$ cat src/rtl/decode_pkg.sv
// -----------------------------------------------------------------------------
// decode_pkg
//   Shared definitions for the RV decode stage: opcode constants, ALUOp
//   encodings, the decoded control bundle and the immediate format selector.
// -----------------------------------------------------------------------------
package decode_pkg;

  // Major opcodes (instr[6:0])
  localparam logic [6:0] OP_R      = 7'b0110011;
  localparam logic [6:0] OP_IMM    = 7'b0010011;
  localparam logic [6:0] OP_LOAD   = 7'b0000011;
  localparam logic [6:0] OP_STORE  = 7'b0100011;
  localparam logic [6:0] OP_BRANCH = 7'b1100011;
  localparam logic [6:0] OP_JAL    = 7'b1101111;
  localparam logic [6:0] OP_JALR   = 7'b1100111;
  localparam logic [6:0] OP_LUI    = 7'b0110111;
  localparam logic [6:0] OP_AUIPC  = 7'b0010111;

  // ALUOp encodings handed to the EX-stage ALU controller
  localparam logic [1:0] ALUOP_ADD    = 2'b00;
  localparam logic [1:0] ALUOP_BRANCH = 2'b01;
  localparam logic [1:0] ALUOP_RTYPE  = 2'b10;
  localparam logic [1:0] ALUOP_IALU   = 2'b11;

  // Decoded control bundle
  typedef struct packed {
    logic       alusrc;
    logic       branch;
    logic       jump;
    logic       memread;
    logic       memwrite;
    logic       memtoreg;
    logic       regwrite;
    logic [1:0] alu_op;
    logic       illegal;
  } ctrl_t;

  localparam ctrl_t CTRL_NOP = '0;

  // Which immediate layout an opcode uses
  typedef enum logic [2:0] {
    IMM_NONE,
    IMM_I,
    IMM_S,
    IMM_B,
    IMM_J,
    IMM_U
  } imm_fmt_e;

endpackage

$ cat src/rtl/decode_stage_pipe_if.sv
// -----------------------------------------------------------------------------
// decode_stage_pipe_if
//   Bundles the IF/ID-side handshake, register-file read port, flush and the
//   EX-side payload of the decode stage.
//   slave  : the decode stage itself
//   master : its environment (IF/ID, register file, EX, hazard/flush control)
// -----------------------------------------------------------------------------
interface decode_stage_pipe_if #(
  parameter int XLEN  = 64,
  parameter int CNT_W = 16
);

  // IF/ID side
  logic             in_valid;
  logic             in_ready;
  logic [31:0]      in_instr;
  logic [XLEN-1:0]  in_pc;
  logic             flush;

  // Register-file read port (combinational address -> same-cycle data)
  logic [4:0]       rs1_addr;
  logic [4:0]       rs2_addr;
  logic [XLEN-1:0]  rf_rdata1;
  logic [XLEN-1:0]  rf_rdata2;

  // EX side
  logic             out_valid;
  logic             out_ready;
  logic [XLEN-1:0]  out_pc;
  logic [XLEN-1:0]  out_rs1_data;
  logic [XLEN-1:0]  out_rs2_data;
  logic [XLEN-1:0]  out_imm;
  logic [4:0]       out_rd;
  logic [4:0]       out_rs1;
  logic [4:0]       out_rs2;
  logic [9:0]       out_alu_ctrl;
  logic [1:0]       out_alu_op;
  logic             out_alusrc;
  logic             out_branch;
  logic             out_jump;
  logic             out_memread;
  logic             out_memwrite;
  logic             out_memtoreg;
  logic             out_regwrite;
  logic             out_illegal;
  logic [31:0]      out_instr;

  // Status
  logic [CNT_W-1:0] stall_cnt;

  modport slave (
    input  in_valid, in_instr, in_pc, flush, rf_rdata1, rf_rdata2, out_ready,
    output in_ready, rs1_addr, rs2_addr,
    output out_valid, out_pc, out_rs1_data, out_rs2_data, out_imm,
    output out_rd, out_rs1, out_rs2, out_alu_ctrl, out_alu_op,
    output out_alusrc, out_branch, out_jump, out_memread, out_memwrite,
    output out_memtoreg, out_regwrite, out_illegal, out_instr,
    output stall_cnt
  );

  modport master (
    output in_valid, in_instr, in_pc, flush, rf_rdata1, rf_rdata2, out_ready,
    input  in_ready, rs1_addr, rs2_addr,
    input  out_valid, out_pc, out_rs1_data, out_rs2_data, out_imm,
    input  out_rd, out_rs1, out_rs2, out_alu_ctrl, out_alu_op,
    input  out_alusrc, out_branch, out_jump, out_memread, out_memwrite,
    input  out_memtoreg, out_regwrite, out_illegal, out_instr,
    input  stall_cnt
  );

endinterface

$ cat src/rtl/rv_ctrl_decode.sv
// -----------------------------------------------------------------------------
// rv_ctrl_decode
//   Purely combinational RV opcode decoder.
//   i_instr    : 32-bit instruction word
//   o_ctrl     : control bundle (illegal set for unknown opcodes)
//   o_imm      : sign-extended immediate, XLEN wide (0 for R-type / illegal)
//   o_uses_rs1 : instruction reads rs1
//   o_uses_rs2 : instruction reads rs2
// -----------------------------------------------------------------------------
module rv_ctrl_decode
  import decode_pkg::*;
#(
  parameter int XLEN = 64
) (
  input  logic [31:0]     i_instr,
  output ctrl_t           o_ctrl,
  output logic [XLEN-1:0] o_imm,
  output logic            o_uses_rs1,
  output logic            o_uses_rs2
);

  imm_fmt_e w_fmt;

  always_comb begin
    // NOTE: every output gets a default before the case so no path leaves
    // one unassigned, which would otherwise infer a latch.
    o_ctrl     = CTRL_NOP;
    w_fmt      = IMM_NONE;
    o_uses_rs1 = 1'b0;
    o_uses_rs2 = 1'b0;
    unique case (i_instr[6:0])
      OP_R: begin
        o_ctrl.regwrite = 1'b1;
        o_ctrl.alu_op   = ALUOP_RTYPE;
        o_uses_rs1      = 1'b1;
        o_uses_rs2      = 1'b1;
      end
      OP_IMM: begin
        o_ctrl.regwrite = 1'b1;
        o_ctrl.alusrc   = 1'b1;
        o_ctrl.alu_op   = ALUOP_IALU;
        w_fmt           = IMM_I;
        o_uses_rs1      = 1'b1;
      end
      OP_LOAD: begin
        o_ctrl.regwrite = 1'b1;
        o_ctrl.alusrc   = 1'b1;
        o_ctrl.memread  = 1'b1;
        o_ctrl.memtoreg = 1'b1;
        o_ctrl.alu_op   = ALUOP_ADD;
        w_fmt           = IMM_I;
        o_uses_rs1      = 1'b1;
      end
      OP_STORE: begin
        o_ctrl.alusrc   = 1'b1;
        o_ctrl.memwrite = 1'b1;
        o_ctrl.alu_op   = ALUOP_ADD;
        w_fmt           = IMM_S;
        o_uses_rs1      = 1'b1;
        o_uses_rs2      = 1'b1;
      end
      OP_BRANCH: begin
        o_ctrl.branch   = 1'b1;
        o_ctrl.alu_op   = ALUOP_BRANCH;
        w_fmt           = IMM_B;
        o_uses_rs1      = 1'b1;
        o_uses_rs2      = 1'b1;
      end
      OP_JAL: begin
        o_ctrl.regwrite = 1'b1;
        o_ctrl.jump     = 1'b1;
        w_fmt           = IMM_J;
      end
      OP_JALR: begin
        o_ctrl.regwrite = 1'b1;
        o_ctrl.jump     = 1'b1;
        o_ctrl.alusrc   = 1'b1;
        w_fmt           = IMM_I;
        o_uses_rs1      = 1'b1;
      end
      OP_LUI, OP_AUIPC: begin
        o_ctrl.regwrite = 1'b1;
        o_ctrl.alusrc   = 1'b1;
        w_fmt           = IMM_U;
      end
      default: begin
        o_ctrl.illegal  = 1'b1;
      end
    endcase
  end

  // Immediate assembly; every format is sign-extended from instr[31].
  always_comb begin
    o_imm = '0;
    unique case (w_fmt)
      IMM_I: o_imm = {{(XLEN-12){i_instr[31]}}, i_instr[31:20]};
      IMM_S: o_imm = {{(XLEN-12){i_instr[31]}}, i_instr[31:25], i_instr[11:7]};
      IMM_B: o_imm = {{(XLEN-13){i_instr[31]}}, i_instr[31], i_instr[7],
                      i_instr[30:25], i_instr[11:8], 1'b0};
      IMM_J: o_imm = {{(XLEN-21){i_instr[31]}}, i_instr[31], i_instr[19:12],
                      i_instr[20], i_instr[30:21], 1'b0};
      IMM_U: o_imm = {{(XLEN-32){i_instr[31]}}, i_instr[31:12], 12'h000};
      default: o_imm = '0;
    endcase
  end

endmodule

$ cat src/rtl/decode_stage_pipe.sv
// -----------------------------------------------------------------------------
// decode_stage_pipe
//   RV decode stage plus ID/EX pipeline register with valid/ready handshake,
//   synchronous flush and a load-use interlock.
//   clk  : clock
//   rst  : synchronous, active-high reset
//   bus  : decode_stage_pipe_if.slave
//            in_valid/in_ready/in_instr/in_pc : IF/ID handshake
//            flush                            : kill entering and held instr
//            rs1_addr/rs2_addr, rf_rdata1/2   : register-file read port
//            out_valid/out_ready, out_*       : registered EX payload
//            stall_cnt                        : saturating load-use stalls
//   XLEN and CNT_W must match the parameters of the connected interface.
// -----------------------------------------------------------------------------
module decode_stage_pipe
  import decode_pkg::*;
#(
  parameter int XLEN  = 64,
  parameter int CNT_W = 16
) (
  input  logic                clk,
  input  logic                rst,
  decode_stage_pipe_if.slave  bus
);

  // ---------------------------------------------------------------------------
  // Decode of the incoming instruction
  // ---------------------------------------------------------------------------
  ctrl_t           w_ctrl;
  logic [XLEN-1:0] w_imm;
  logic            w_uses_rs1;
  logic            w_uses_rs2;
  logic [4:0]      w_rs1_addr;
  logic [4:0]      w_rs2_addr;

  rv_ctrl_decode #(.XLEN(XLEN)) u_ctrl_decode (
    .i_instr    (bus.in_instr),
    .o_ctrl     (w_ctrl),
    .o_imm      (w_imm),
    .o_uses_rs1 (w_uses_rs1),
    .o_uses_rs2 (w_uses_rs2)
  );

  // Unused source fields read x0 so the register file never sees junk
  // addresses (e.g. immediate bits of a LUI).
  assign w_rs1_addr   = w_uses_rs1 ? bus.in_instr[19:15] : 5'd0;
  assign w_rs2_addr   = w_uses_rs2 ? bus.in_instr[24:20] : 5'd0;
  assign bus.rs1_addr = w_rs1_addr;
  assign bus.rs2_addr = w_rs2_addr;

  // ---------------------------------------------------------------------------
  // Pipeline registers
  // ---------------------------------------------------------------------------
  logic             r_valid;
  logic [XLEN-1:0]  r_pc;
  logic [XLEN-1:0]  r_rs1_data;
  logic [XLEN-1:0]  r_rs2_data;
  logic [XLEN-1:0]  r_imm;
  logic [4:0]       r_rd;
  logic [4:0]       r_rs1;
  logic [4:0]       r_rs2;
  logic [9:0]       r_alu_ctrl;
  ctrl_t            r_ctrl;
  logic [31:0]      r_instr;
  logic [CNT_W-1:0] r_stall_cnt;

  // ---------------------------------------------------------------------------
  // Handshake and load-use interlock
  // ---------------------------------------------------------------------------
  logic w_load;
  logic w_hazard;
  logic w_in_ready;
  logic w_xfer;
  logic w_stall_evt;
  logic w_cnt_sat;

  // The register may take new data when it is empty or EX is draining it.
  assign w_load = !r_valid || bus.out_ready;

  // A load still sitting in ID/EX cannot forward to the instruction behind it;
  // rd=x0 never produces a value, so it never interlocks.
  assign w_hazard = bus.in_valid && r_valid && r_ctrl.memread && (r_rd != 5'd0) &&
                    ((w_uses_rs1 && (w_rs1_addr == r_rd)) ||
                     (w_uses_rs2 && (w_rs2_addr == r_rd)));

  assign w_in_ready   = w_load && !w_hazard && !bus.flush;
  assign w_xfer       = bus.in_valid && w_in_ready;
  assign bus.in_ready = w_in_ready;

  // Count only cycles where the stall actually costs a slot: the load is
  // leaving (out_ready) and a flush is not already discarding the work.
  assign w_stall_evt = w_hazard && bus.out_ready && !bus.flush;
  assign w_cnt_sat   = &r_stall_cnt;

  always_ff @(posedge clk) begin
    // NOTE: sequential state uses non-blocking assignments so every register
    // samples pre-edge values regardless of statement order.
    if (rst) begin
      r_valid     <= 1'b0;
      r_pc        <= '0;
      r_rs1_data  <= '0;
      r_rs2_data  <= '0;
      r_imm       <= '0;
      r_rd        <= '0;
      r_rs1       <= '0;
      r_rs2       <= '0;
      r_alu_ctrl  <= '0;
      r_ctrl      <= CTRL_NOP;
      r_instr     <= '0;
      r_stall_cnt <= '0;
    end else begin
      // Flush wins; otherwise a free slot either takes the transfer or
      // becomes a bubble. Without a free slot the valid bit holds.
      if (bus.flush) begin
        r_valid <= 1'b0;
      end else if (w_load) begin
        r_valid <= w_xfer;
      end

      // Payload moves only on a real transfer; during a bubble or flush the
      // data registers may keep stale contents behind out_valid=0.
      if (w_xfer) begin
        r_pc       <= bus.in_pc;
        r_rs1_data <= bus.rf_rdata1;
        r_rs2_data <= bus.rf_rdata2;
        r_imm      <= w_imm;
        r_rd       <= bus.in_instr[11:7];
        r_rs1      <= w_rs1_addr;
        r_rs2      <= w_rs2_addr;
        r_alu_ctrl <= {bus.in_instr[31:25], bus.in_instr[14:12]};
        r_ctrl     <= w_ctrl;
        r_instr    <= bus.in_instr;
      end

      if (w_stall_evt && !w_cnt_sat) begin
        r_stall_cnt <= r_stall_cnt + CNT_W'(1);
      end
    end
  end

  // ---------------------------------------------------------------------------
  // Output mapping
  // ---------------------------------------------------------------------------
  assign bus.out_valid    = r_valid;
  assign bus.out_pc       = r_pc;
  assign bus.out_rs1_data = r_rs1_data;
  assign bus.out_rs2_data = r_rs2_data;
  assign bus.out_imm      = r_imm;
  assign bus.out_rd       = r_rd;
  assign bus.out_rs1      = r_rs1;
  assign bus.out_rs2      = r_rs2;
  assign bus.out_alu_ctrl = r_alu_ctrl;
  assign bus.out_alu_op   = r_ctrl.alu_op;
  assign bus.out_alusrc   = r_ctrl.alusrc;
  assign bus.out_branch   = r_ctrl.branch;
  assign bus.out_jump     = r_ctrl.jump;
  assign bus.out_memread  = r_ctrl.memread;
  assign bus.out_memwrite = r_ctrl.memwrite;
  assign bus.out_memtoreg = r_ctrl.memtoreg;
  assign bus.out_regwrite = r_ctrl.regwrite;
  assign bus.out_illegal  = r_ctrl.illegal;
  assign bus.out_instr    = r_instr;
  assign bus.stall_cnt    = r_stall_cnt;

endmodule

$ cat src/flat_wrapper.sv
// flat-port wrapper written by rule: the top's interface ports become plain ports
module decode_stage_pipe_flat import decode_pkg::*;
#(
  parameter int XLEN  = 64,
  parameter int CNT_W = 16
)
  (clk, rst, bus_in_valid, bus_in_instr, bus_in_pc, bus_flush, bus_rf_rdata1, bus_rf_rdata2, bus_out_ready, bus_in_ready, bus_rs1_addr, bus_rs2_addr, bus_out_valid, bus_out_pc, bus_out_rs1_data, bus_out_rs2_data, bus_out_imm, bus_out_rd, bus_out_rs1, bus_out_rs2, bus_out_alu_ctrl, bus_out_alu_op, bus_out_alusrc, bus_out_branch, bus_out_jump, bus_out_memread, bus_out_memwrite, bus_out_memtoreg, bus_out_regwrite, bus_out_illegal, bus_out_instr, bus_stall_cnt);
  decode_stage_pipe_if #(.XLEN(XLEN), .CNT_W(CNT_W)) bus_i ();
  input  logic clk;
  input  logic rst;
  input wire logic [$bits(bus_i.in_valid)-1:0] bus_in_valid;
  input wire logic [$bits(bus_i.in_instr)-1:0] bus_in_instr;
  input wire logic [$bits(bus_i.in_pc)-1:0] bus_in_pc;
  input wire logic [$bits(bus_i.flush)-1:0] bus_flush;
  input wire logic [$bits(bus_i.rf_rdata1)-1:0] bus_rf_rdata1;
  input wire logic [$bits(bus_i.rf_rdata2)-1:0] bus_rf_rdata2;
  input wire logic [$bits(bus_i.out_ready)-1:0] bus_out_ready;
  output wire logic [$bits(bus_i.in_ready)-1:0] bus_in_ready;
  output wire logic [$bits(bus_i.rs1_addr)-1:0] bus_rs1_addr;
  output wire logic [$bits(bus_i.rs2_addr)-1:0] bus_rs2_addr;
  output wire logic [$bits(bus_i.out_valid)-1:0] bus_out_valid;
  output wire logic [$bits(bus_i.out_pc)-1:0] bus_out_pc;
  output wire logic [$bits(bus_i.out_rs1_data)-1:0] bus_out_rs1_data;
  output wire logic [$bits(bus_i.out_rs2_data)-1:0] bus_out_rs2_data;
  output wire logic [$bits(bus_i.out_imm)-1:0] bus_out_imm;
  output wire logic [$bits(bus_i.out_rd)-1:0] bus_out_rd;
  output wire logic [$bits(bus_i.out_rs1)-1:0] bus_out_rs1;
  output wire logic [$bits(bus_i.out_rs2)-1:0] bus_out_rs2;
  output wire logic [$bits(bus_i.out_alu_ctrl)-1:0] bus_out_alu_ctrl;
  output wire logic [$bits(bus_i.out_alu_op)-1:0] bus_out_alu_op;
  output wire logic [$bits(bus_i.out_alusrc)-1:0] bus_out_alusrc;
  output wire logic [$bits(bus_i.out_branch)-1:0] bus_out_branch;
  output wire logic [$bits(bus_i.out_jump)-1:0] bus_out_jump;
  output wire logic [$bits(bus_i.out_memread)-1:0] bus_out_memread;
  output wire logic [$bits(bus_i.out_memwrite)-1:0] bus_out_memwrite;
  output wire logic [$bits(bus_i.out_memtoreg)-1:0] bus_out_memtoreg;
  output wire logic [$bits(bus_i.out_regwrite)-1:0] bus_out_regwrite;
  output wire logic [$bits(bus_i.out_illegal)-1:0] bus_out_illegal;
  output wire logic [$bits(bus_i.out_instr)-1:0] bus_out_instr;
  output wire logic [$bits(bus_i.stall_cnt)-1:0] bus_stall_cnt;
  assign bus_i.in_valid = bus_in_valid;
  assign bus_i.in_instr = bus_in_instr;
  assign bus_i.in_pc = bus_in_pc;
  assign bus_i.flush = bus_flush;
  assign bus_i.rf_rdata1 = bus_rf_rdata1;
  assign bus_i.rf_rdata2 = bus_rf_rdata2;
  assign bus_i.out_ready = bus_out_ready;
  assign bus_in_ready = bus_i.in_ready;
  assign bus_rs1_addr = bus_i.rs1_addr;
  assign bus_rs2_addr = bus_i.rs2_addr;
  assign bus_out_valid = bus_i.out_valid;
  assign bus_out_pc = bus_i.out_pc;
  assign bus_out_rs1_data = bus_i.out_rs1_data;
  assign bus_out_rs2_data = bus_i.out_rs2_data;
  assign bus_out_imm = bus_i.out_imm;
  assign bus_out_rd = bus_i.out_rd;
  assign bus_out_rs1 = bus_i.out_rs1;
  assign bus_out_rs2 = bus_i.out_rs2;
  assign bus_out_alu_ctrl = bus_i.out_alu_ctrl;
  assign bus_out_alu_op = bus_i.out_alu_op;
  assign bus_out_alusrc = bus_i.out_alusrc;
  assign bus_out_branch = bus_i.out_branch;
  assign bus_out_jump = bus_i.out_jump;
  assign bus_out_memread = bus_i.out_memread;
  assign bus_out_memwrite = bus_i.out_memwrite;
  assign bus_out_memtoreg = bus_i.out_memtoreg;
  assign bus_out_regwrite = bus_i.out_regwrite;
  assign bus_out_illegal = bus_i.out_illegal;
  assign bus_out_instr = bus_i.out_instr;
  assign bus_stall_cnt = bus_i.stall_cnt;
  decode_stage_pipe #(.XLEN(XLEN), .CNT_W(CNT_W)) u_core (.clk(clk), .rst(rst), .bus(bus_i));
endmodule
$ cat config.mk
export PLATFORM = sky130hd
export DESIGN_NAME = decode_stage_pipe_flat
export DESIGN_NICKNAME = d
export VERILOG_FILES = /design/src/rtl/decode_pkg.sv /design/src/rtl/decode_stage_pipe_if.sv /design/src/rtl/rv_ctrl_decode.sv /design/src/rtl/decode_stage_pipe.sv /design/src/flat_wrapper.sv
export SDC_FILE = /design/constraint.sdc
export NUM_CORES = 1
export LEC_CHECK = 0
export ABC_AREA = 1
export BUFFER_PORTS_ARGS = -buffer_cell sky130_fd_sc_hd__buf_2
export CORE_AREA = 4 4 222 224
export DETAILED_ROUTE_END_ITERATION = 6
export DIE_AREA = 0 0 226 228
export SLEW_MARGIN = 40
export SYNTH_ARGS = -nofsm -noshare
export SYNTH_HDL_FRONTEND = slang
export SYNTH_SLANG_ARGS = --single-unit
$ cat constraint.sdc
create_clock -name clk -period 1.9 [get_ports clk]
set_input_delay 0.285 -clock clk [delete_from_list [all_inputs] [get_ports clk]]
set_output_delay 0.285 -clock clk [all_outputs]
set_load 0.02 [all_outputs]
==> reports/metrics.cfg, run 1 <==
[floorplanning]
core_um2 = 47300
die_width_um = 226
fp-row-count = 80
die_h_um = 228
start_util_pct = 28.7
ioPinCount = 580
die-area_um2 = 51500

[critical_path]
crit_top_cell = buf_6
crit_type = flop to primary output
rrSetupSlack_ns = -0.34
cpPeakStageDelay_ns = 0.34
path_cells = buf_4 -> nand2_1 -> nand4_1 -> nor2_1 -> nand2_2 -> buf_6 -> a21oi_4 -> buf_6 -> nor2_4 -> buf_6
rr_worst_depth = 19
critPathArrivalTime_ns = 1.97
rr_endpoint = u_core.bus.out_rs2_data[15]
r2r_start = u_core.bus.out_rd[1]
critPathCaptureType = primary output
cp_slowest_cell = dfxtp_2
crit_required_ns = 1.62
startpoint = u_core.bus.out_rd[3]
crit_end = bus_in_ready
critPathLaunchType = flop
worstPathMaxFanout = 3

[logic_synthesis]
yosysUniqueCellTypes = 32
yosys.area.top_type = dfxtp_1
avgSynthCellArea_um2 = 6.23
synth_most_common_cell = nand2_1
syn_inst = 2181
synth_nets = 2411
netlist_area_um2 = 13600
synth_edf_count = 0
synth_common_cells = 651 x nand2_1, 580 x nor2_1, 375 x inv_1
yosysTopAreaCellShare_pct = 43.1
ys_seq_area_share_pct = 43.1
synth_ff_type = dfxtp_1
async_reset_ff_share_pct = 0
yosys-top-cells-area = dfxtp_1 43%, nand2_1 18%, nor2_1 16%
ys_ff_latch = 292
yosysWarnings = 0

[placement]
place.gp.congestion = 0.853
portBuffers = 579
dp_hpwl_um = 35900

[route]
wl_met3_um = 4260
top_layer = met5
vias = 15500
routed_wirelength_um = 55400
ant_nets = 0
wl_met1_um = 22200
detail_route.drc_violations = 0
vias_per_cell = 4.20
wl_per_cell_um = 15.0
drtPass1Iterations = 5
dr_wl_met2_um = 26900
drt_iter0_drc = 737

[cts]
clkSlewWorstSetupHoldPaths_ns = 0.06
cts_tree = built
h-tree-depth = 2
numCtsBuffers = 36
clock_sinks = 292
clk_latency_ns = 0.54
clockBufferDepth = 3
cts_root_buf = clkbuf_16

[global_route]
grt_pass1_vias = 14600
grt_pass1_wl_um = 79300
grt_antenna_before_repair = 5
grt_use_total_pct = 19.1
grt_overflow = 0
grt_max_degree = 55

[sta]
finalSetupViolCount = 291
fin_skew_ns = 0.0157
fin_crit_sh_pct = 119
fin_crit_ns = 2.25
finalMaxSlewViolations = 0
tns_ns = -63.01
hold_viol_final = 0
rsz0062_at_grt = true
fmax_mhz = 444
slew_headroom_pct = 74.1
worst_slew_pin_slew_ns = 0.389
hold_slack_ns = 0.0398
worst_slack_ns = -0.353

[layout]
finalNetCount = 3292
drive_above_1_share_pct = 29.1
regArea_um2 = 5860
syn2layout_area_growth_pct = 67.5
fillCellCount = 4599
multi_input_area_um2 = 5510

[power_and_ir_drop]
p_per_area_nw_per_um2 = 766
p_leak_nw = 13.0
vdd_drop_max_mv = 0.714

[status]
status = complete, but fails checks
violations = setup timing

[run]
max-cap-violations = 0

[worst_hold_path]
hold_path_class = input pin to flop

==> cell families (layout without fill, tap and decap cells) <==
group / after synthesis / in the layout / share of synthesized area [%]
and+or+nand+nor: 1311 / 1311 / 37.6
other: 0 / 4 / 0
AOI/OAI and AO/OA: 44 / 44 / 1.90
DFF: 292 / 292 / 43.1
xor gates and xnor gates: 4 / 4 / 0.258
buffers and inverters: 529 / 1432 / 17.1
adders and majority gates: 1 / 1 / 0.0921
==> timing repair <==
action	4_1_cts	5_1_grt
endpoints found under the hold margin	197	0
setup endpoints to repair	259	298
cloned	14	37
pin swaps	12	32
hold buffers	198	0
buffers inserted	22	12
resized for setup	48	78
==> where the power goes <==
part,internal (mW),switching [mW]
Combinational,1.70,2.06
Clock,4.23,2.70
Sequential,6.53,0.211
Total,12.5,4.97
==> worst min path at each step <==
stage	cells after the start	start	slack (ns)	endpoint
floorplan	2	bus_in_instr[7]	0.42	u_core.bus.out_rd[0]
global placement	2	u_core.bus.out_valid	0.48	u_core.bus.out_valid
detailed placement	2	u_core.bus.out_valid	0.48	u_core.bus.out_valid
CTS	3	bus_rf_rdata2[33]	0.0002	u_core.bus.out_rs2_data[33]
global route	3	bus_rf_rdata2[33]	0.006	u_core.bus.out_rs2_data[33]
finish	3	bus_in_instr[26]	0.04	u_core.bus.out_alu_ctrl[4]
==> cells in the final DEF, fill, tap and decap left out, drive strengths merged, types with 2 or more instances in the layout <==
cell	n
buf	764
nand2	653
nor2	582
inv	381
dfxtp	292
dlygate4sd3	198
clkbuf	84
nand4	46
nand3	22
a21oi	20
o21bai	10
o21ai	8
diode	4
nor3	4
a31oi	3
xnor2	3
and2	2
bufinv	2
clkinv	2
==> per-layer routing <==
metal / vias to the layer above / global-route usage, %
met5: - / 0
met4: 2 / 8.15
met3: 111 / 5.00
met2: 568 / 33.0
met1: 6806 / 22.4
li1: 8053 / -
==> per-stage QoR <==
step                      power [mW]  cell area (um^2)  std cells  util (%)  worst slack (ns)
after CTS                       17.3             21600       3655      45.5            -0.424
final                           17.4             22700       3703      48.0            -0.353
after global placement          9.72             17600       3361      37.2            -0.253
after detailed placement        9.73             17600       3361      37.2            -0.323
after global routing            18.3             22700       3703      48.0            -0.519
after floorplan                 8.62             13700       2181         -           -0.0120
==> flip-flops by register name, summed over array words and instances, names as in the netlist <==
name and count:
u_core.bus.out_alusrc 1, u_core.bus.out_valid 1, u_core.bus.out_rd 4, u_core.bus.out_pc 64, u_core.bus.out_branch 1, u_core.bus.out_illegal 1, u_core.bus.out_jump 1, u_core.bus.out_rs1_data 64
u_core.bus.out_alu_ctrl 9, u_core.bus.out_alu_op 2, u_core.bus.out_rs2 5, u_core.bus.out_rs1 5, u_core.bus.out_imm 32, u_core.bus.out_memtoreg 1, u_core.bus.stall_cnt 16, u_core.bus.out_memwrite 1
u_core.bus.out_rs2_data 64, u_core.bus.out_instr 19, u_core.bus.out_regwrite 1
==> critical path, delay by kind of cell, from the launching register on <==
family	cells	cell delay (ns)
AND/OR/NAND/NOR	5	0.43
AO/OA/AOI/OAI	1	0.13
buffers and inverters	4	0.52
flip-flops	1	0.34
==> layout make-up <==
cell class / count / area share (%)
Clock buffer: 53 / 4.78
Timing Repair Buffer: 993 / 35.1
Tap cell: 615 / 3.38
Clock inverter: 7 / 0.435
Inverter: 379 / 6.29
Antenna cell: 4 / 0.0440
Multi-Input combinational cell: 1360 / 24.2
Sequential cell: 292 / 25.7
Power figures use the tool's default switching activity.
==> run 2: changes to the inputs <==
--- a/config.mk
+++ b/config.mk
@@ -7,9 +7,11 @@
 export LEC_CHECK = 0
 export ABC_AREA = 1
 export BUFFER_PORTS_ARGS = -buffer_cell sky130_fd_sc_hd__buf_2
-export CORE_AREA = 4 4 222 224
+export CORE_AREA = 4 4 224 226
 export DETAILED_ROUTE_END_ITERATION = 6
-export DIE_AREA = 0 0 226 228
+export DIE_AREA = 0 0 228 230
+export REMOVE_ABC_BUFFERS = 1
+export SETUP_SLACK_MARGIN = 0.15
 export SLEW_MARGIN = 40
 export SYNTH_ARGS = -nofsm -noshare
 export SYNTH_HDL_FRONTEND = slang
==> run 2 against run 1 <==
Compared with the run above:
- the run still ends with setup timing left
- critical path depth grew 7
- final cell count grew 1.2%
- utilization grew 4.1 points
- non-clock buffer count grew 39
- worst hold slack lost 0.012 ns
- sequential power is essentially flat
- via count grew 6.1%
- first-iteration DRC count grew 10%
- critical path type is now flop to flop
- highest routed layer unchanged
==> reports/metrics.cfg, run 2 (synthesized netlist as in run 1, its figures left out) <==
[route]
wl_met1_um = 23500  ; +5.6%
detail_route.drc_violations = 0  ; unchanged
routed_wirelength_um = 60400  ; +9.1%
vias_per_cell = 4.40  ; +4.8%
wl_met3_um = 4410  ; +3.6%
vias = 16500  ; +6.1%
top_layer = met5
dr_wl_met2_um = 29700  ; +10%
drt_iter0_drc = 814  ; +10%
wl_per_cell_um = 16.1  ; +7.8%
drtPass1Iterations = 5  ; unchanged
ant_nets = 0  ; unchanged

[sta]
finalSetupViolCount = 292  ; +0.34%
fmax_mhz = 427  ; -3.8%
hold_viol_final = 0  ; unchanged
slew_headroom_pct = 75.3  ; +1.2 points
fin_skew_ns = 0.0246  ; +0.00900 ns
fin_crit_ns = 2.34  ; +0.0883 ns
worst_slew_pin_slew_ns = 0.370  ; -0.0185 ns
hold_slack_ns = 0.0279  ; -0.0120 ns
finalMaxSlewViolations = 0  ; unchanged
fin_crit_sh_pct = 123  ; +4.6 points
rsz0062_at_grt = true
worst_slack_ns = -0.441  ; -0.0883 ns

[status]
status = complete, but fails checks
violations = setup timing

[layout]
layout_common_cells = 572 x buf_2, 465 x nor2_1, 351 x nand2_1
drive_above_1_share_pct = 42.9  ; +14 points
fin_area_um2 = 25200  ; +11%
layout_commonest_cell = buf_2
finalNetCount = 3331  ; +1.2%
final_util_pct = 52.2  ; +4.1 points
syn2layout_area_growth_pct = 85.7
fillCellCount = 4262  ; -7.3%

[cts]
clkSlewWorstSetupHoldPaths_ns = 0.06  ; about the same
cts_root_buf = clkbuf_16
clock_sinks = 292  ; unchanged
h-tree-depth = 2  ; unchanged
cts_tree = built
numCtsBuffers = 36  ; unchanged
clockBufferDepth = 3  ; unchanged
clk_latency_ns = 0.55  ; about the same

[floorplanning]
die_h_um = 230  ; +0.88%
die_width_um = 228  ; +0.88%
core_um2 = 48300  ; +2.1%
fp-row-count = 81  ; +1.3%
ioPinCount = 580  ; unchanged
die-area_um2 = 52400  ; +1.8%
start_util_pct = 28.1  ; -0.59 points

[global_route]
grt_max_degree = 50  ; -9.1%
grt_overflow = 0  ; unchanged
grt_pass1_wl_um = 86400  ; +9.0%
grt_use_total_pct = 20.4  ; +1.2 points
grt_pass1_vias = 16000  ; +9.8%
grt_antenna_before_repair = 3  ; -2

[power_and_ir_drop]
p_leak_nw = 13.5  ; +3.2%
vdd_drop_max_mv = 0.788  ; +10%
p_per_area_nw_per_um2 = 731  ; -4.6%

[placement]
pre_cts_slack_ns = -0.332  ; -0.00918 ns
post_dp_cell_area_um2 = 17500  ; -0.57%
place.gp.congestion = 0.827  ; -3.0%
portBuffers = 579  ; unchanged
dp_hpwl_um = 34100  ; -5.0%

[worst_hold_path]
hold_path_class = input pin to flop
holdPathStages = 3  ; unchanged

[critical_path]
crit_required_ns = 2.36  ; +0.74 ns
critPathCaptureType = flop
worstPathMaxFanout = 7  ; +4
rr_worst_depth = 17  ; -2
critPathLaunchType = flop
crit_type = flop to flop
critPathArrivalTime_ns = 2.80  ; +0.83 ns

[run]
max-cap-violations = 0  ; unchanged

-- run 2: cell types whose count changed in the layout (fill, tap and decap cells not counted), moves of 19 or more --
cell	delta
nor2_2	+73
nand2_1	-279
clkbuf_16	-19
inv_2	+24
nand2_2	+199
nand2_4	+80
inv_1	-26
buf_16	+27
nor2_4	+36
buf_6	+23
nor2_1	-109
-- run 2: metal layers --
layer	GRT usage [%]	up-vias
met2	35.3	681
met3	5.92	188
met4	8.78	2
met1	23.4	7486
li1	-	8136
met5	0	-
-- run 2: what timing repair did --
action                                  CTS  global route
cloned                                   40            15
hold endpoints to repair                208             0
setup buffers                            42            21
hold buffers                            208             0
endpoints found under the setup margin  285           306
pin swaps                                60           121
resized for setup                       304           445
-- run 2: layout make-up --
type / instances / area [um^2] / area share [%]
Inverter: 379 / 1440 / 5.69
Antenna cell: 2 / 5.00 / 0.0198
Multi-Input combinational cell: 1360 / 7090 / 28.1
Clock inverter: 10 / 143 / 0.566
Clock buffer: 52 / 1060 / 4.21
Tap cell: 622 / 778 / 3.09
Timing Repair Buffer: 1032 / 8850 / 35.1
Sequential cell: 292 / 5850 / 23.2
-- run 2: worst max-delay path, cell delays in order (launching register included) --
cell,delay (ns)
dfxtp_2,0.36
inv_2,0.06
buf_4,0.15
nand2_2,0.06
o2111ai_2,0.11
nor2_1,0.12
nand2_1,0.08
buf_4,0.13
buf_4,0.13
nand2_4,0.07
nand2_4,0.05
nand3_4,0.10
buf_12,0.19
clkbuf_16,0.21
buf_12,0.13
buf_16,0.12
nor2_2,0.04
nor2_1,0.14
-- run 2: worst paths after layout --
| check | slack [ns] | start | endpoint |
|---|---|---|---|
| max reg2reg | -0.44 | u_core.bus.out_rd[0] | u_core.bus.out_pc[33] |
| min reg2reg | 0.51 | u_core.bus.out_rs1_data[38] | u_core.bus.out_rs1_data[38] |
| max | -0.44 | u_core.bus.out_rd[0] | u_core.bus.out_pc[33] |
| min | 0.03 | bus_in_instr[25] | u_core.bus.out_alu_ctrl[3] |
-- run 2: power by group --
| group | switching [mW] | internal [mW] |
|---|---|---|
| logic | 2.48 | 2.06 |
| clock network | 2.85 | 4.29 |
| registers | 0.221 | 6.53 |
| total | 5.56 | 12.9 |
-- run 2: per-stage QoR --
step	setup TNS, ns	total power, mW	std cells
after floorplan	-1716.50	8.75	2031
final	-97.71	18.4	3749
after CTS	-85.90	17.9	3711
after global placement	-53.97	9.70	3359
after global routing	-140.26	19.2	3748
after detailed placement	-68.06	9.70	3359
==> run 3: changes to the inputs <==
--- a/config.mk
+++ b/config.mk
@@ -7,12 +7,14 @@
 export LEC_CHECK = 0
 export ABC_AREA = 1
 export BUFFER_PORTS_ARGS = -buffer_cell sky130_fd_sc_hd__buf_2
-export CORE_AREA = 4 4 224 226
+export CORE_AREA = 4 4 225 227
 export DETAILED_ROUTE_END_ITERATION = 6
-export DIE_AREA = 0 0 228 230
+export DIE_AREA = 0 0 229 231
 export REMOVE_ABC_BUFFERS = 1
 export SETUP_SLACK_MARGIN = 0.15
 export SLEW_MARGIN = 40
 export SYNTH_ARGS = -nofsm -noshare
 export SYNTH_HDL_FRONTEND = slang
+export SYNTH_HIERARCHICAL = 1
 export SYNTH_SLANG_ARGS = --single-unit
+export TNS_END_PERCENT = 5
==> run 3 against run 2 <==
Compared with the run above:
- the run still ends with setup timing left
- worst hold slack gained 0.014 ns
- flip-flop and latch count grew 33
- area after synthesis grew 14%
- die area grew 0.88%
- critical path type is now input pin to primary output
- critical endpoint is now bus_in_ready
- largest cell class unchanged
- highest routed layer is now met4
==> reports/metrics.cfg, run 3 <==
[sta]
finalSetupViolCount = 305  ; +4.5%
rsz0062_at_grt = true
fin_skew_ns = 0.0189  ; -0.00572 ns
fin_crit_ns = 2.19  ; -0.149 ns
worst_slew_pin_slew_ns = 0.467  ; +0.0975 ns
fin_crit_sh_pct = 115  ; -7.9 points
hold_viol_final = 0  ; unchanged
finalMaxSlewViolations = 0  ; unchanged
slew_headroom_pct = 68.7  ; -6.6 points
hold_slack_ns = 0.0415  ; +0.0137 ns
worst_slack_ns = -0.291  ; +0.149 ns
fmax_mhz = 456  ; +6.8%

[route]
vias_per_cell = 4.25  ; -3.4%
drt_iter0_drc = 863  ; +6.0%
wl_per_cell_um = 14.0  ; -13%
detail_route.drc_violations = 0  ; unchanged
vias = 16900  ; +2.4%
routed_wirelength_um = 55700  ; -7.9%
ant_nets = 0  ; unchanged
drtPass1Iterations = 5  ; unchanged

[placement]
pre_cts_slack_ns = -0.696  ; -0.364 ns
place.gp.congestion = 0.847  ; +2.4%
dp_hpwl_um = 37000  ; +8.3%
portBuffers = 579  ; unchanged

[power_and_ir_drop]
p_leak_nw = 13.8  ; +2.3%
vdd_drop_max_mv = 0.627  ; -20%
power_mw = 18.8  ; +2.1%
p_per_area_nw_per_um2 = 781  ; +6.9%

[layout]
drive_above_1_share_pct = 29.6  ; -13 points
syn2layout_area_growth_pct = 55.7
num_antenna_cells = 0  ; -2
finalNetCount = 3551  ; +6.6%
layout_commonest_cell = nand2_1
layout_common_cells = 735 x nand2_1, 643 x nor2_1, 561 x buf_2

[cts]
h-tree-depth = 2  ; unchanged
clkSlewWorstSetupHoldPaths_ns = 0.06  ; about the same
clock_sinks = 325  ; +11%
clk_latency_ns = 0.56  ; about the same
cts_tree = built
clockBufferDepth = 3  ; unchanged
cts_root_buf = clkbuf_16
numCtsBuffers = 38  ; +5.6%

[global_route]
grt_pass1_wl_um = 82700  ; -4.3%
grt_use_total_pct = 18.9  ; -1.4 points
grt_max_degree = 64  ; +28%
grt_pass1_vias = 15900  ; -0.79%
grt_antenna_before_repair = 0  ; -3
grt_overflow = 0  ; unchanged

[floorplanning]
start_util_pct = 31.8  ; +3.7 points
core_um2 = 48600  ; +0.63%
die_width_um = 229  ; +0.44%
die-area_um2 = 52900  ; +0.88%
die_h_um = 231  ; +0.43%
fp-row-count = 81  ; unchanged
ioPinCount = 580  ; unchanged

[critical_path]
crit_type = input pin to primary output
rr_worst_depth = 16  ; -1
crit_top_cell = nor2_1
crit_required_ns = 1.62  ; -0.74 ns
critPathCaptureType = primary output
cp_slowest_cell = buf_4
critPathBufInv = 6  ; -2
r2r_start = u_core/bus.out_rd[1]
rr_endpoint = u_core/bus.out_pc[2]
path_cells = buf_8 -> clkinv_4 -> nand2_4 -> nor2_4 -> inv_2 -> a211oi_2 -> buf_4 -> nand3_1 -> nand2_1 -> nand3_2 -> buf_4 -> nor2_1 -> nor2_1 -> nor2_1 -> nor2_1 -> buf_4
critPathArrivalTime_ns = 1.91  ; -0.89 ns
cpLargestDelayFamily = simple AND/OR/NAND/NOR gates
critPathLaunchType = input pin
rrSetupSlack_ns = -0.16  ; +0.28 ns
startpoint = bus_in_instr[2]
cpPeakStageDelay_ns = 0.20  ; -0.16 ns
worstPathMaxFanout = 4  ; -3

[status]
status = complete, but fails checks
violations = setup timing

[run]
max-cap-violations = 0  ; unchanged

[logic_synthesis]
yosysUniqueCellTypes = 29  ; -9.4%
avgSynthCellArea_um2 = 6.23  ; +0.14%
yosysTopAreaCellShare_pct = 42.1  ; -1.0 points
synth_most_common_cell = nand2_1
synth_common_cells = 774 x nand2_1, 701 x nor2_1, 364 x inv_1
ys_ff_latch = 325  ; +11%
synth_ff_type = dfxtp_1
ys_seq_area_share_pct = 42.1  ; -1.0 points
yosys.area.top_type = dfxtp_1
synth_edf_count = 0  ; unchanged
yosys-top-cells-area = dfxtp_1 42%, nand2_1 19%, nor2_1 17%
syn_inst = 2482  ; +14%
async_reset_ff_share_pct = 0  ; unchanged
yosysWarnings = 6  ; +6
netlist_area_um2 = 15500  ; +14%

[worst_hold_path]
worstHoldStart = bus_rf_rdata1[36]
hold_path_class = input pin to flop
holdPathEnd = u_core/bus.out_rs1_data[36]
holdPathStages = 3  ; unchanged

[run 3: cell types whose count changed after synthesis, sizes merged, moves of 9 or more]
cell / delta
a21oi: -9
buf: +31
clkbuf: -10
dfxtp: +33
nand2: +138
nand3: +47
nand4: -22
nor2: +123
o21bai: -9
[run 3: cell families after synthesis]
| kind of cell | share of synthesized area [%] |
|---|---|
| simple gates | 40.2 |
| buf+inv | 16.9 |
| flops | 42.1 |
| compound gates | 0.590 |
| xor+xnor | 0.226 |
| fa+ha+maj | 0.0809 |
[run 3: timing repair]
item,4_1_cts,5_1_grt
resized for setup,119,144
pin swaps,24,53
hold buffers,200,0
gates cloned,4,15
hold endpoints to repair,200,0
buffers inserted,17,11
setup endpoints to repair,322,336
[run 3: through the flow]
step	setup TNS, ns	utilization, %	cell area, um^2	cells
after floorplan	-2316.06	-	14300	2311
after global placement	-185.71	39.6	19300	3656
after detailed placement	-192.62	39.6	19300	3656
after CTS	-12.25	47.6	23200	3946
after global routing	-73.76	49.5	24100	3972
final	-38.96	49.5	24100	3972
[run 3: how the worst max path moves through the flow]
stage,to,depth (start not counted)
floorplan,u_core/bus.out_valid,14
global placement,u_core/bus.out_pc[7],20
detailed placement,u_core/bus.out_rs2_data[21],20
CTS,bus_in_ready,17
global route,bus_in_ready,16
finish,bus_in_ready,16
[run 3: layout make-up]
| cell class | count | area, um^2 |
|---|---|---|
| clock inverter | 14 | 195 |
| timing repair buffer | 970 | 7220 |
| fill | 4740 | 24600 |
| tap | 622 | 778 |
| clock buffer | 55 | 1100 |
| inverter | 373 | 1440 |
| multi-input combinational | 1613 | 6850 |
| sequential | 325 | 6510 |
[run 3: worst min-delay path: stages]
cell and delay, ns:
buf_2 0.10, nor2_1 0.06, nor2_1 0.10
[run 3: power breakdown]
part           internal (mW)  switching [mW]  total, mW
Sequential              7.26           0.222       7.48
Combinational           1.54            2.16       3.70
Clock                   4.58            3.05       7.64
[run 3: metal layers]
layer	vias up	global-route usage (%)	routed length [um]
met1	7422	22.7	23300
li1	8808	-	-
met5	-	0	0
met2	536	32.4	26800
met4	0	7.02	1860
met3	118	5.15	3730
